==> config.mk <==
export PLATFORM = sky130hd
export DESIGN_NAME = pipe_ctrl
export DESIGN_NICKNAME = d
export VERILOG_FILES = /design/src/rtl/cpu_ctrl_pkg.sv /design/src/rtl/sat_counter.sv /design/src/rtl/pipe_ctrl.sv
export SDC_FILE = /design/constraint.sdc
export NUM_CORES = 1
export LEC_CHECK = 0
export BUFFER_PORTS_ARGS = -buffer_cell sky130_fd_sc_hd__buf_4
export CAP_MARGIN = 5
export CORE_MARGIN = 2
export CORE_UTILIZATION = 55
export CTS_CLUSTER_SIZE = 12
export DETAILED_ROUTE_END_ITERATION = 8
export PLACE_DENSITY = 0.81
export SYNTH_ARGS = -nofsm -noshare
export SYNTH_HDL_FRONTEND = slang
export SYNTH_SLANG_ARGS = --single-unit
export TNS_END_PERCENT = 100
==> constraint.sdc <==
create_clock -name clk -period 5.6 [get_ports clk]
set_input_delay 0.56 -clock clk [delete_from_list [all_inputs] [get_ports clk]]
set_output_delay 0.56 -clock clk [all_outputs]
set_load 0.02 [all_outputs]
==> src/rtl/cpu_ctrl_pkg.sv <==
// Shared encodings for the MIPS core pipeline control: FSM states, execution
// modes and pipeline stage indices.
package cpu_ctrl_pkg;

    typedef enum logic [1:0] {
        ST_RUN       = 2'b00,
        ST_STEP_WAIT = 2'b01,
        ST_STEP_GO   = 2'b10,
        ST_HALT      = 2'b11
    } ctrl_state_t;

    localparam logic [1:0] MODE_RUN  = 2'b00;
    localparam logic [1:0] MODE_STEP = 2'b01;
    localparam logic [1:0] MODE_HALT = 2'b10;

    // Stage indices in request-origin fields are carried in this many bits.
    localparam int STG_IDX_W = 3;

    localparam int STG_IF  = 0;
    localparam int STG_ID  = 1;
    localparam int STG_EXE = 2;
    localparam int STG_MEM = 3;
    localparam int STG_WB  = 4;

    // Mode 11 is reserved and behaves like HALT, so only the top bit matters.
    function automatic logic is_halt_mode(input logic [1:0] m);
        return m[1];
    endfunction

endpackage

==> src/rtl/sat_counter.sv <==
// Saturating up-counter used for the pipeline performance counters; it sticks
// at all ones instead of wrapping.
module sat_counter #(
    parameter int W = 32
) (
    input  logic         clk,
    input  logic         rst,
    input  logic         inc,
    output logic [W-1:0] count
);

    always_ff @(posedge clk) begin
        if (rst) begin
            count <= '0;
        end else if (inc && (count != {W{1'b1}})) begin
            count <= count + W'(1);
        end
    end

endmodule

==> src/rtl/pipe_ctrl.sv <==
// Pipeline control unit: per-stage stall/flush generation from stage stall
// requests, RUN/STEP/HALT execution modes and saturating performance counters.
module pipe_ctrl
    import cpu_ctrl_pkg::*;
#(
    parameter int                      N_STAGES  = 5,
    parameter int                      N_REQ     = 3,
    parameter logic [N_REQ*STG_IDX_W-1:0] REQ_STAGE = {3'd3, 3'd1, 3'd0},
    parameter int                      CNT_W     = 32
) (
    input  logic                clk,
    input  logic                rst,
    input  logic [N_REQ-1:0]    stall_req,
    input  logic [N_STAGES-1:0] flush_req,
    input  logic [1:0]          mode,
    input  logic                enter,
    output logic [N_STAGES-1:0] stall,
    output logic [N_STAGES-1:0] flush,
    output logic [1:0]          state,
    output logic [CNT_W-1:0]    cycle_cnt,
    output logic [CNT_W-1:0]    stall_cnt,
    output logic [CNT_W-1:0]    step_cnt
);

    ctrl_state_t cur_state;
    ctrl_state_t next_state;

    logic [N_STAGES-1:0]  req_stall;
    logic [N_STAGES-1:0]  req_flush;
    logic                 any_req;
    logic [STG_IDX_W-1:0] max_stg;

    logic stall_inc;
    logic step_inc;

    // The deepest requesting stage freezes itself and everything upstream of
    // it, and the stage just downstream receives a bubble.
    always_comb begin
        any_req   = 1'b0;
        max_stg   = '0;
        req_stall = '0;
        req_flush = '0;
        for (int i = 0; i < N_REQ; i++) begin
            if (stall_req[i] && (REQ_STAGE[i*STG_IDX_W +: STG_IDX_W] >= max_stg)) begin
                any_req = 1'b1;
                max_stg = REQ_STAGE[i*STG_IDX_W +: STG_IDX_W];
            end
        end
        for (int s = 0; s < N_STAGES; s++) begin
            if (any_req && (s <= int'(max_stg))) begin
                req_stall[s] = 1'b1;
            end
            if (any_req && (s == int'(max_stg) + 1)) begin
                req_flush[s] = 1'b1;
            end
        end
    end

    always_ff @(posedge clk) begin
        if (rst) begin
            cur_state <= ST_HALT;
        end else begin
            cur_state <= next_state;
        end
    end

    // A step finishes only once the PC actually advances, so a mode change
    // seen in STEP_GO is picked up later from STEP_WAIT.
    always_comb begin
        next_state = cur_state;
        stall      = '0;
        flush      = '0;
        if (rst) begin
            flush = '1;
        end else begin
            case (cur_state)
                ST_RUN, ST_STEP_GO: begin
                    stall = req_stall;
                    flush = req_flush | (flush_req & ~req_stall);
                end
                default: begin
                    stall = '1;
                end
            endcase
        end
        case (cur_state)
            ST_HALT: begin
                if (mode == MODE_RUN) begin
                    next_state = ST_RUN;
                end else if (mode == MODE_STEP) begin
                    next_state = ST_STEP_WAIT;
                end
            end
            ST_RUN: begin
                if (is_halt_mode(mode)) begin
                    next_state = ST_HALT;
                end else if (mode == MODE_STEP) begin
                    next_state = ST_STEP_WAIT;
                end
            end
            ST_STEP_WAIT: begin
                if (enter) begin
                    next_state = ST_STEP_GO;
                end else if (is_halt_mode(mode)) begin
                    next_state = ST_HALT;
                end else if (mode == MODE_RUN) begin
                    next_state = ST_RUN;
                end
            end
            ST_STEP_GO: begin
                if (!req_stall[STG_IF]) begin
                    next_state = ST_STEP_WAIT;
                end
            end
            default: begin
                next_state = ST_HALT;
            end
        endcase
    end

    assign state     = cur_state;
    assign stall_inc = req_stall[STG_IF] && ((cur_state == ST_RUN) || (cur_state == ST_STEP_GO));
    assign step_inc  = (cur_state == ST_STEP_GO) && !req_stall[STG_IF];

    sat_counter #(.W(CNT_W)) u_cycle_cnt (
        .clk   (clk),
        .rst   (rst),
        .inc   (1'b1),
        .count (cycle_cnt)
    );

    sat_counter #(.W(CNT_W)) u_stall_cnt (
        .clk   (clk),
        .rst   (rst),
        .inc   (stall_inc),
        .count (stall_cnt)
    );

    sat_counter #(.W(CNT_W)) u_step_cnt (
        .clk   (clk),
        .rst   (rst),
        .inc   (step_inc),
        .count (step_cnt)
    );

endmodule

==> results.tsv, run 1 <==
metric	value	unit
sw power	0.308	mW
Final GP Congestion	0.899	
post-synth net total	632	
pwr/cell area	209	nW/um^2
syn avg cell area	8.27	um^2
Routed WL per cell	15.9	um
Buf/Inv on CP	0	
Clk pin slew, worst setup/hold paths	0.10	ns
Fill cells	782	
Post-Syn Instances	616	
crit-path cells	ha_1 > nand3_1 > nor4_2 > and3_1 > nor4_1 > mux2_2	
crit-path max cell delay	0.85	ns
reg2reg end	u_stall_cnt.count[12]	
port bufs	120	
antenna violations before repair	0	
worst reg-to-reg setup slack	2.67	ns
Tot GR Track Use	25.5	%
core area	9110	um^2
HP Start	mode[1]	
Slew Limit Headroom	40.8	%
Crit path max-delay family	simple AND/OR/NAND/NOR gates	
Period Utilization, post-route	52.2	%
critical path peak fanout	30	
Clock Skew	0.0141	ns
commonest cells after routing, fill and taps aside	122 x buf_4, 98 x dfxtp_1, 67 x nor2_1	
top cells by area, synth	dfxtp_1 38%, xnor2_1 6.0%, a21oi_1 5.4%, nor2_1 4.9%, or4_1 3.4%	
RSZ-0062 raised after global routing	no	
# DRC	0	
Die W	100	um
cell accounting for the most synthesized area	dfxtp_1	
final hold vios	0	
Clock power frac	39.4	%
Clock Tree Buf Depth	2	
Ports	121	
fraction of the mapped netlist area in simple logic gates	32.0	%
synth unique cells	50	
endpoints failing setup	0	
routed vias/inst	6.14	
CTS Buf Count	9	
multiplexer share of the synthesized area	1.77	%
Hold Path End	state[1]	
Std-Cell Rows	35	
Post-Synth Adder-Cell Area	0.736	%
root buffer cell	clkbuf_8	
Detail Route Antenna Nets	0	
Multi-input gate area	2930	um^2
DP Worst Slack	2.60	ns
Max Cap Viol	0	
setup TNS	0	ns
H-tree depth	3	
area of the die	10100	um^2
peak supply drop	0.000156	V
share of layout cells above drive strength 1	22.6	%
CTS resizes	0	
DRT iter0 DRCs	208	
Synth Area in Compound Gates	16.9	%
min cycle time layout	2.93	ns
vias in the first global route	4547	
critical path start-end classification	reg -> reg	
outcome	finished, final reports clean	
synthesis-stage register bit count	98	
Hold Crit Class	in -> reg	
setup repair bufs after CTS	0	
Synth Area in XOR/XNOR	6.19	%
Worst-Margin Slew	0.888	ns
fmax	342	MHz
register area share after synthesis	38.5	%
Syn-to-layout area delta	22.2	%
largest family of logic cells by synthesized area	simple AND/OR/NAND/NOR gates	
CP startpoint	u_stall_cnt.count[0]	
DRT Wirelength	13300	um
First-pass DRT Iterations	5	
share of power burned in registers	54.5	%
reg2reg start	u_stall_cnt.count[0]	
fin. max-slew vios	0	
CP required	5.85	ns
CTS tree	built	
Clock Latency Late Sink	0.36	ns
dpl hpwl	9360	um
Hold WS	0.456	ns
crit path DAT	3.18	ns
register area	1960	um^2
Hold Path Cell Cnt	3	
combinational group share of total power	6.0	%
Final nets	732	
total clock sinks	98	
Post-CTS Hold Buffers	0	
Setup crit end kind	flop	
total grt overflow	0	
switching share of power	23.7	%
Int Pwr	0.995	mW
Initial Util	56.0	%
largest net degree at the start of global routing	84	
Synth Warn #	0	
Synth top area share	38.5	%
final setup margin	2.67	ns
CP max-delay cell	and3_1	
reg2reg path depth	6	
DR vias	5110	
Leakage	2.17	nW
Die H	100	um
first-pass GRT wire length	21200	um
Critical Path Source Type	flop	
most common cell after layout, fill and taps aside	buf_4	
synthesized area	5100	um^2
final antenna diode count	0	
-- registers in the layout, summed over array words and instances (netlist names), named ones only --
register	cells
u_step_cnt.count	32
u_cycle_cnt.count	32
state	1
u_stall_cnt.count	32
-- layer usage --
layer  GRT usage, %  vias to the layer above  share of wire [%]  wire length, um
met5              0                        -                  0                0
met4           10.1                        0                2.4              316
met3           3.83                       31                5.2              692
met2           43.5                      174                 49             6520
met1           32.3                     2409                 43             5740
li1               -                     2496                  -                -
-- power by group through the flow --
stage	Combinational [mW]	Clock (mW)	Sequential (mW)
3_5_place_dp	0.0786	0	0.727
6_report	0.0788	0.514	0.711
5_1_grt	0.0846	0.553	0.712
3_3_place_gp	0.0762	0	0.726
4_1_cts	0.0788	0.524	0.710
2_1_floorplan	0.0453	0	0.727
-- cell usage after synthesis, drive strengths merged --
cell     number
dfxtp        98
nor2         67
a21oi        55
nand2        38
xnor2        35
nand3        31
nand4        28
o21ai        27
or3          26
or4          23
o31ai        21
and4         18
clkbuf       17
buf          16
inv          14
nor4         14
nor2b         9
a2111oi       8
mux2          8
nor3          8
a211oi        7
and3          7
and2          6
a311oi        5
a31o          4
nand2b        4
or2           4
ha            3
a31oi         2
nand3b        2
o21bai        2
a21o          1
nand4b        1
nor3b         1
nor4b         1
nor4bb        1
o2111ai       1
o311ai        1
o41ai         1
xor2          1
-- worst min-delay path: cells and delay by family --
kind	cells	cell delay, ns
buf+inv	1	0.09
simple gates	1	0.07
compound gates	1	0.06
-- cell families after synthesis --
family,after synthesis
AND/OR/NAND/NOR,289
AO/OA/AOI/OAI,135
flip-flops,98
buffers and inverters,47
XOR/XNOR,36
multiplexers,8
adder cells (fa/ha/maj),3
-- layout make-up --
type                    count  area share [%]
clock inverters             6            1.45
flip-flops and latches     98            31.5
inverters                  14           0.843
repair buffers            122            14.7
clock buffers              10            2.21
multi-input cells         471            47.1
well taps                 111            2.23
-- worst max-delay path by stage --
stage / to / depth (start not counted)
after floorplan: u_step_cnt.count[15] / 8
after global placement: u_step_cnt.count[19] / 6
after detailed placement: u_step_cnt.count[19] / 6
after CTS: u_stall_cnt.count[12] / 6
after global routing: u_stall_cnt.count[12] / 6
final: u_stall_cnt.count[12] / 6
-- through the flow --
stage | cell area [um^2] | util (%) | power (mW) | instances
CTS | 6230 | 68.4 | 1.31 | 832
floorplan | 5100 | - | 0.772 | 616
global placement | 6000 | 65.9 | 0.802 | 816
finish | 6230 | 68.4 | 1.30 | 832
detailed placement | 6000 | 65.9 | 0.805 | 816
global route | 6230 | 68.4 | 1.35 | 832
No activity file was read; power rests on OpenSTA's default activity.
==> inputs of run 2 (changes only) <==
--- a/config.mk
+++ b/config.mk
@@ -8,10 +8,10 @@
 export BUFFER_PORTS_ARGS = -buffer_cell sky130_fd_sc_hd__buf_4
 export CAP_MARGIN = 5
 export CORE_MARGIN = 2
-export CORE_UTILIZATION = 55
+export CORE_UTILIZATION = 49
 export CTS_CLUSTER_SIZE = 12
 export DETAILED_ROUTE_END_ITERATION = 8
-export PLACE_DENSITY = 0.81
+export PLACE_DENSITY = 0.76
 export SYNTH_ARGS = -nofsm -noshare
 export SYNTH_HDL_FRONTEND = slang
 export SYNTH_SLANG_ARGS = --single-unit
==> constraint.sdc (replaced) <==
create_clock -name clk -period 2.45 [get_ports clk]
set_input_delay 0.245 -clock clk [delete_from_list [all_inputs] [get_ports clk]]
set_output_delay 0.245 -clock clk [all_outputs]
set_load 0.02 [all_outputs]
==> run 2 against run 1 <==
Compared with the run above:
- die area rose by 12%
- combinational power grew to 2.6 times the previous value
- global-route usage down 0.96 points
- sequential power increased by 130%
- clock power increased by 130%
- hold slack worse by 0.31 ns
- routed wire length is 1.8% higher
- critical path depth stayed put
- clock-buffer cell count unchanged
- register-to-register slack got worse by 2.5 ns
- power up 130%
==> results.tsv, run 2 (synthesis results as in run 1) <==
metric	value	unit	change
outcome	finished, final reports clean		
Setup crit end kind	flop		
Post-Layout Cell Count	879		+5.6%
DP Worst Slack	0.224	ns	-2.37 ns
DR vias	5135		+0.49%
Final GP Congestion	0.849		-5.5%
total clock sinks	98		unchanged
fin. max-slew vios	0		unchanged
most common cell after layout, fill and taps aside	buf_4		
crit path DAT	2.44	ns	-0.74 ns
Clock Tree Buf Depth	2		unchanged
# DRC	0		unchanged
area of the die	11200	um^2	+12%
setup TNS	0	ns	unchanged
antenna violations before repair	0		unchanged
Clk pin slew, worst setup/hold paths	0.09	ns	about the same
Clock Skew	0.00777	ns	-0.00631 ns
Detail Route Antenna Nets	0		unchanged
final hold vios	0		unchanged
Initial Util	49.8	%	-6.1 points
DRT iter0 DRCs	293		+41%
Period Utilization, post-route	90.8	%	+39 points
dpl hpwl	9850	um	+5.3%
core area	10200	um^2	+12%
final antenna diode count	0		unchanged
CP required	2.66	ns	-3.19 ns
Die W	106	um	+5.7%
critical path peak fanout	7		-77%
Hold Crit Class	in -> reg		
port bufs	120		unchanged
final setup margin	0.225	ns	-2.45 ns
share of layout cells above drive strength 1	24.9	%	+2.3 points
peak supply drop	0.000255	V	+63%
Std-Cell Rows	37		+5.7%
Clock Latency Late Sink	0.37	ns	about the same
Hold WS	0.148	ns	-0.308 ns
total grt overflow	0		unchanged
fmax	449	MHz	+31%
first-pass GRT wire length	22800	um	+7.3%
Max Cap Viol	0		unchanged
Die H	106	um	+5.7%
Slew Limit Headroom	49.1	%	+8.3 points
Leakage	2.27	nW	+4.6%
Critical Path Source Type	flop		
Tot GR Track Use	24.5	%	-0.96 points
Routed WL per cell	15.4	um	-3.6%
H-tree depth	3		unchanged
pwr/cell area	463	nW/um^2	+120%
worst reg-to-reg setup slack	0.22	ns	-2.45 ns
Worst-Margin Slew	0.756	ns	-0.132 ns
largest net degree at the start of global routing	71		-15%
Ports	121		unchanged
root buffer cell	clkbuf_8		
DRT Wirelength	13500	um	+1.8%
CTS tree	built		
Final nets	754		+3.0%
Fill cells	913		+17%
First-pass DRT Iterations	5		unchanged
routed vias/inst	5.84		-4.9%
Regs by FF count	u_cycle_cnt.count (32), u_stall_cnt.count (32), u_step_cnt.count (32)		
Inst Count DP	863		+5.8%
commonest cells after routing, fill and taps aside	144 x buf_4, 98 x dfxtp_1, 67 x nor2_1		
CTS Buf Count	9		unchanged
critical path start-end classification	reg -> reg		
vias in the first global route	4853		+6.7%
endpoints failing setup	0		unchanged
min cycle time layout	2.23	ns	-0.700 ns
RSZ-0062 raised after global routing	no		
Overall Power	2.97	mW	+130%
Syn-to-layout area delta	26.0	%	
## run 2: worst paths after layout
check                       start               endpoint  cells past startpoint
min                       mode[1]               state[1]                      3
max reg2reg  u_stall_cnt.count[0]  u_stall_cnt.count[19]                      6
max          u_stall_cnt.count[0]  u_stall_cnt.count[19]                      6
min reg2reg  u_cycle_cnt.count[1]   u_cycle_cnt.count[1]                      2
## run 2: final cells by class
type	instances	area, um^2	area share (%)
inverters	14	52.6	0.818
multi-input cells	471	2940	45.8
flip-flops and latches	98	1960	30.6
repair buffers	144	1080	16.8
clock buffers	10	128	1.99
well taps	136	170	2.65
clock inverters	6	88.8	1.38
## run 2: what timing repair did
item | in CTS | in global routing
setup buffers | 0 | 0
endpoints found under the setup margin | 0 | 2
gates resized for setup | 0 | 1
hold buffers | 0 | 0
## run 2: worst max-delay path, cell delays in order, from the launching register on
cell     delay (ns)
dfxtp_1        0.39
ha_1           0.18
nand3_1        0.23
or4_1          0.58
nor4_1         0.45
or4_1          0.18
a21oi_1        0.07
## run 2: where the power goes
part | switching [mW] | internal [mW] | total, mW
clock | 0.577 | 0.578 | 1.16
combinational | 0.125 | 0.0770 | 0.202
sequential | 0.0143 | 1.60 | 1.62
## run 2: routing by layer
layer	track usage (%)	wire length, um	up-vias
li1	-	-	2542
met1	31.7	6000	2408
met2	41.0	6460	160
met3	3.56	720	25
met4	10.2	329	0
met5	0	0	-
## run 2: through the flow
| stage | area (um^2) | util [%] |
|---|---|---|
| after global routing | 6420 | 62.8 |
| after floorplan | 5100 | - |
| after CTS | 6420 | 62.7 |
| after detailed placement | 6200 | 60.6 |
| after global placement | 6200 | 60.6 |
| final | 6420 | 62.8 |
